### config.mk
export PLATFORM = sky130hd
export DESIGN_NAME = branch_target_buffer
export DESIGN_NICKNAME = d
export VERILOG_FILES = /design/src/rtl/branch_target_buffer.sv
export SDC_FILE = /design/constraint.sdc
export NUM_CORES = 2
export LEC_CHECK = 0
export BUFFER_PORTS_ARGS = -buffer_cell sky130_fd_sc_hd__buf_4
export CORE_AREA = 4 4 466 468
export CTS_CLUSTER_DIAMETER = 30
export CTS_CLUSTER_SIZE = 12
export DETAILED_ROUTE_END_ITERATION = 7
export DIE_AREA = 0 0 470 472
export GPL_TIMING_DRIVEN = 1
export PLACE_DENSITY = 0.76
export SYNTH_ARGS = -nofsm -noshare
export SYNTH_HDL_FRONTEND = slang
export SYNTH_SLANG_ARGS = --single-unit
export TNS_END_PERCENT = 1
### constraint.sdc
create_clock -name clk -period 4.2 [get_ports clk]
set_input_delay 0.21 -clock clk [delete_from_list [all_inputs] [get_ports clk]]
set_output_delay 0.21 -clock clk [all_outputs]
set_load 0.01 [all_outputs]
### src/rtl/branch_target_buffer.sv
// branch_target_buffer: direct-mapped dual-lookup BTB with a background invalidation sweep.
// Define BTB_UPDATE_BYPASS_EN to forward an accepted update to same-cycle lookups.
module branch_target_buffer #(
    parameter int BTB_ENTRIES = 64,
    parameter int BTB_TAG_W   = 12,
    parameter int PC_W        = 32
) (
    input  logic            clk,
    input  logic            rst_n,
    input  logic [PC_W-1:0] IF_instr0_pc,
    input  logic [PC_W-1:0] IF_instr1_pc,
    output logic            IF_instr0_btb_hit,
    output logic            IF_instr1_btb_hit,
    output logic [PC_W-1:0] IF_instr0_btb_target,
    output logic [PC_W-1:0] IF_instr1_btb_target,
    input  logic            exe_btb_update_valid,
    input  logic [PC_W-1:0] exe_btb_update_pc,
    input  logic [PC_W-1:0] exe_btb_update_target,
    input  logic            btb_flush_req,
    output logic            btb_flush_busy
);
    localparam int IDX_W = $clog2(BTB_ENTRIES);

    typedef enum logic {IDLE, SWEEP} state_t;

    state_t                 state, state_nx;
    logic [IDX_W-1:0]       cnt, cnt_nx;
    logic [BTB_ENTRIES-1:0] valid;
    logic [BTB_TAG_W-1:0]   tags    [BTB_ENTRIES];
    logic [PC_W-1:0]        targets [BTB_ENTRIES];
    logic                   upd_en;
    logic [IDX_W-1:0]       upd_idx;
    logic [BTB_TAG_W-1:0]   upd_tag;
    logic [PC_W-1:0]        lk_pc   [2];
    logic [1:0]             hit;
    logic [PC_W-1:0]        tgt     [2];
    logic                   unused_pc_bits;

    assign btb_flush_busy = (state == SWEEP);
    assign upd_en  = exe_btb_update_valid && !btb_flush_busy && rst_n;
    assign upd_idx = exe_btb_update_pc[IDX_W+1:2];
    assign upd_tag = exe_btb_update_pc[IDX_W+BTB_TAG_W+1:IDX_W+2];
    assign unused_pc_bits = ^{IF_instr0_pc, IF_instr1_pc, exe_btb_update_pc};

    always_comb begin
        state_nx = state;
        cnt_nx   = cnt;
        if (state == IDLE) begin
            if (btb_flush_req) begin
                state_nx = SWEEP;
                cnt_nx   = '0;
            end
        end else begin
            // Hold the counter on the last index instead of wrapping.
            state_nx = (cnt == IDX_W'(BTB_ENTRIES - 1)) ? IDLE : SWEEP;
            cnt_nx   = (cnt == IDX_W'(BTB_ENTRIES - 1)) ? cnt : cnt + 1'b1;
        end
    end

    always_ff @(posedge clk or negedge rst_n) begin
        if (!rst_n) begin
            state <= IDLE;
            cnt   <= '0;
            valid <= '0;
        end else begin
            state <= state_nx;
            cnt   <= cnt_nx;
            if (state == SWEEP)
                valid[cnt] <= 1'b0;
            else if (upd_en)
                valid[upd_idx] <= 1'b1;
        end
    end

    always_ff @(posedge clk) begin
        if (upd_en) begin
            tags[upd_idx]    <= upd_tag;
            targets[upd_idx] <= exe_btb_update_target;
        end
    end

    assign lk_pc[0] = IF_instr0_pc;
    assign lk_pc[1] = IF_instr1_pc;

    for (genvar g = 0; g < 2; g++) begin : g_slot
        logic [IDX_W-1:0]     idx;
        logic [BTB_TAG_W-1:0] tag;
        logic                 byp;
        assign idx = lk_pc[g][IDX_W+1:2];
        assign tag = lk_pc[g][IDX_W+BTB_TAG_W+1:IDX_W+2];
`ifdef BTB_UPDATE_BYPASS_EN
        assign byp = upd_en && (upd_idx == idx) && (upd_tag == tag);
`else
        assign byp = 1'b0;
`endif
        assign hit[g] = byp || (valid[idx] && (tags[idx] == tag) && !btb_flush_busy);
        assign tgt[g] = byp ? exe_btb_update_target : targets[idx];
    end

    assign IF_instr0_btb_hit    = hit[0];
    assign IF_instr1_btb_hit    = hit[1];
    assign IF_instr0_btb_target = tgt[0];
    assign IF_instr1_btb_target = tgt[1];
endmodule

# == Yosys cells after proc, flatten, opt, wreduce, memory -nomap -nowiden ==
# Memories as Yosys holds them, arrays and structs flattened.
# Cells that the tools add are included.
# totals
ramBits,2816
elab_cells,49
mem_count,2
ff_bits,71
input_bits,132
# mem_list
memory,depth,word_bits,rd,rd_ports_with_merged_regs,write_ports,line,rtl
targets,64,32,2,0,1,30,logic [PC_W-1:0] targets [BTB_ENTRIES];
tags,64,12,2,0,1,29,logic [BTB_TAG_W-1:0] tags [BTB_ENTRIES];
# classes
n_mux,18
eq_ne,4
n_addsub,1
order_cmp,6
n_reduce_logical,12
bitwise_logic,3
# ops
op,n
$mux W64,2
$and A64 B64 Y64,1
$not A64 Y64,1
$or A64 B64 Y64,1
$lt A6 B7 Y1 const B,4
$eq A12 B12 Y1,2
$mux W6,3
$bmux W1 S6,2
$demux W1 S6,2
$ge A6 B1 Y1 const B,2
$mux W1,9
$logic_and A1 B1 Y1,8
$add A6 B1 Y6 const B,1
$eq A6 B6 Y1 const B,1
$reduce_bool A2 Y1,2
$ne A2 B2 Y1 const B,1
$reduce_and A2 Y1,1
$logic_not A1 Y1,1

# == Longest topological paths before layout ==
# logic_depth
ltp_word,7
depth_mapped,14
mapped_depth_nobuf,8

# == Worst setup path before layout ==
# OpenSTA, ideal clock, no wires.
# synth_path
kind,register -> register
start,"reg state, in the netlist btb_flush_busy"
end,mem tags[31][0] (enable)
t_required_ns,3.754
setup_ns,0.446
stages_incl_launch_ff,5
setup_slack_ns,0.714
arrival_ns,3.040
path_buffers,1
cell_sequence,dfrtp_1 > nor3b_1 > nand3_1 > clkbuf_1 > nor2_1
# synth_between
elab_chain_cells,5
# synth_lines
item,line,rtl
from (decl),26,"state_t state, state_nx;"
from (signal assigned),66,state <= state_nx;
$logic_not A1 Y1,40,assign upd_en = exe_btb_update_valid && !btb_flush_busy && rst_n;
$logic_and A1 B1 Y1 (2 in a row),40,
$mux W1,76,if (upd_en) begin
$mux W1 (implied by the code),77,tags[upd_idx] <= upd_tag;
to (decl),29,
# Every way passes these cells.

==> metrics <==
Fmax=235 MHz; Distinct cells, synth=66; routed vias=82,400; vias in the first global route=84,100; WHS Endpoint=cnt[5]; row cnt=170; worst hold start=btb_flush_req; Num CTS Buffers=567; Syn Inst Count=6,082; final worst slack=-0.0642 ns; Vias per Instance=8.24; Post-Syn Area per Cell=21.9 sq um; violated checks=setup timing; Routed WL=463,000 um; dpl ws=-0.391 ns; final setup vio count=2; CTS H-tree lvls=6; Sequential cell area=86,300 sq um; largest net degree at the start of global routing=106; Power, Total=83.6 mW; crit path launch=tags[51][4]; dpl cells=8,920; Clock Skews=0.0957 ns; Post-Syn Area=133,000 sq um; Yosys warning count=0; Detailed Routing Iterations Pass 1=8; Reg2Reg Setup Slack=0.72 ns; Worst R2R End=targets[38][16]; Crit-path slowest cell=mux4_2; Peak VDD IR=519 uV; All-Layer GR Usage=42.2%; remaining antenna violation count=0; GR Overflow Total=0; mux share of post-synthesis cell area=29.9%; status=finished with violations; Initial Utilization=62.5%; final period utilization=102%; worst reg-to-reg path cell count=7; # DRC=0; DIE AREA=222,000 sq um; asr flop ratio synth=2.46%; Buf+Inv Stages, Crit Path=2; initial DRC count=15,900; cell family with most CP delay=multiplexers; critical path required time=3.99 ns; post-route cell area=160,000 sq um; Detailed Place HPWL=224,000 um; post-route minimum period=4.26 ns; largest family of logic cells by synthesized area=multiplexers; Main synth FF type=edfxtp_1; Core Area=214,000 sq um; final weighted congestion in routability-driven placement=0.892; Worst Setup Start Kind=flip-flop; worst-margin pin slew=1.21 ns; Setup CP Type=reg2out; Final Hold Viols=0; Post-Syn Nets=6,215; routed len/inst=46.3 um; Fin Setup TNS=-0.0827 ns; P per Cell Area=522 nW/um^2; Die Span Y=472 um; Post-synth EDFFs=2,816; final net count=6,843; area of the multi-input gates=45,400 sq um; hold path cells=5; RR Startpoint=btb_flush_busy; adder-cell share of the synthesized area=0.00938%; slew margin rel.=19.2%; Root Driver=clkbuf_16; fraction of the yosys area taken by sequential cells=64.7%; compound-cell area share of the yosys netlist=1.89%; Simple-Gate Fraction of Synth Area=1.63%; fraction of layout instances using a drive strength above 1=44.6%; # clock sinks=2,887; XOR/XNOR Fraction of Synth Area=0.164%; Worst path max stage delay=0.50 ns; max-cap violation count=0; first-pass GRT wire length=650,000 um; critical-path cell list=mux4_2 > mux4_2 > a22o_1 > nor3_4 > buf_4 > xor2_1 > nand4_1 > nor4_4 > buf_4; hold crit path type=in2reg; fillers=10,900; Setup Buffers After CTS=0; flops & latches, synth=2,887; RSZ-0062 raised after global routing=yes; Final Max Tran Viols=0; final core utilization=74.9%; Area after DPL=140,000 sq um; CTS clock-pin slew for the worst setup and hold paths=0.05 ns; worst skew pair latency=1.01 ns; Port Buf Inserts=156; Horiz. Die Dim=470 um; Leakage=51.6 nW; I/O pin count=199; CTS tree=yes; Max Buffers Root-to-Sink=4; Non-Filler Instances=9,998; CP endpoint kind=output port; initial antenna violation count=19; crit path max fanout=2; P&R area growth vs syn=19.9%; WHS=0.100 ns; Crit path arrival time=4.05 ns
-- worst register-to-register path, cell delays in order, from the launching register on --
cell	delay, ns
dfrtp_1	0.37
buf_4	0.19
nor3_1	0.39
nand3_1	0.13
dlygate4sd3_1	0.57
buf_4	0.25
nor2_4	0.76
buf_12	0.36
-- synthesized netlist by cell type (all sizes together), types with 4 or more instances --
cell type	count	share of area [%]
a2111oi	7	0.046
a211oi	30	0.17
a21oi	29	0.11
a22o	9	0.059
a22oi	36	0.20
a311oi	4	0.026
a31oi	26	0.12
a32oi	6	0.039
and2	10	0.047
and3	13	0.061
buf	281	1.1
clkbuf	204	0.57
dfrtp	71	1.3
edfxtp	2816	63
inv	11	0.031
mux2	18	0.15
mux2i	135	1.0
mux4	1702	29
nand2	133	0.37
nand2b	15	0.070
nand3	38	0.14
nand3b	11	0.062
nand4	27	0.13
nor2	117	0.33
nor2b	40	0.19
nor3	13	0.053
nor4	8	0.047
o2111ai	5	0.033
o211ai	7	0.039
o21ai	101	0.38
o221ai	22	0.14
o22a	31	0.20
o22ai	30	0.14
o31ai	6	0.034
o32ai	5	0.038
or3	6	0.028
or3b	6	0.039
xnor2	6	0.039
xor2	19	0.12
-- what timing repair did --
item	in CTS	in global routing
endpoints found under the hold margin	2929	0
hold buffers	59	0
pin swaps	5	0
resized for setup	14	2
setup endpoints to repair	2	2
-- sequential cells by signal, indices dropped and copies added (netlist names) --
name and cells:
btb_flush_busy 1, cnt 6, tags 768, targets 2048, valid 64
-- logic make-up (layout without fill, tap and decap cells) --
| logic type | after synthesis | after routing |
|---|---|---|
| AOI/OAI and AO/OA | 369 | 369 |
| buffers and inverters | 498 | 1563 |
| adders and majority gates | 1 | 1 |
| other | 0 | 13 |
| xor gates and xnor gates | 25 | 25 |
| and+or+nand+nor | 447 | 447 |
| DFF | 2887 | 2887 |
| muxes | 1855 | 1855 |
-- per-layer routing --
| layer | wire (um) | part of all wire, % | global-route usage, % | up-vias |
|---|---|---|---|---|
| li1 | - | - | - | 28700 |
| met1 | 142000 | 31 | 54.4 | 42500 |
| met2 | 213000 | 46 | 62.9 | 9170 |
| met3 | 71800 | 16 | 14.3 | 2096 |
| met4 | 35600 | 7.7 | 26.7 | 16 |
| met5 | 98 | 0.021 | 0 | - |
-- cell usage in the layout, fill, tap and decap left out, types with 18 or more instances in the layout --
master,n
o221ai_1,22
mux2_2,18
o21ai_0,98
clkinv_1,67
o22a_1,31
dlygate4sd3_1,59
xor2_1,19
nor2_1,53
nand4_1,27
a31oi_1,26
a21oi_1,29
clkinvlp_4,45
buf_4,376
buf_12,99
clkinv_4,46
clkinv_2,76
mux4_2,1702
mux2i_1,135
a211oi_1,30
clkbuf_16,585
nand2_1,133
nand3_1,38
dfrtp_1,71
bufinv_16,76
a22oi_1,36
clkbuf_1,53
nor2_4,64
o22ai_1,30
inv_6,44
edfxtp_1,2816
nor2b_1,40
-- power breakdown --
part	internal [mW]	total [mW]	switching (mW)
logic	2.54	5.74	3.21
registers	31.9	32.1	0.198
clock network	30.2	45.7	15.6
-- layout make-up --
class / instances / share of cell area (%)
Inverter: 13 / 0.0399
Timing Repair Buffer: 544 / 3.46
Tap cell: 2838 / 2.22
Sequential cell: 2887 / 54.0
Multi-Input combinational cell: 2697 / 28.3
Clock inverter: 366 / 2.67
Antenna cell: 13 / 0.0203
Clock buffer: 640 / 9.29
-- worst max path at each step --
stage	end	slack, ns	cells past startpoint
after floorplan	tags[31][0]	0.71	4
after global placement	IF_instr0_btb_hit	-0.41	13
after detailed placement	IF_instr0_btb_hit	-0.39	11
after CTS	IF_instr0_btb_hit	0.008	10
after global routing	IF_instr0_btb_hit	-0.07	9
final	IF_instr0_btb_hit	-0.06	9
No activity file was read; power rests on OpenSTA's default activity.
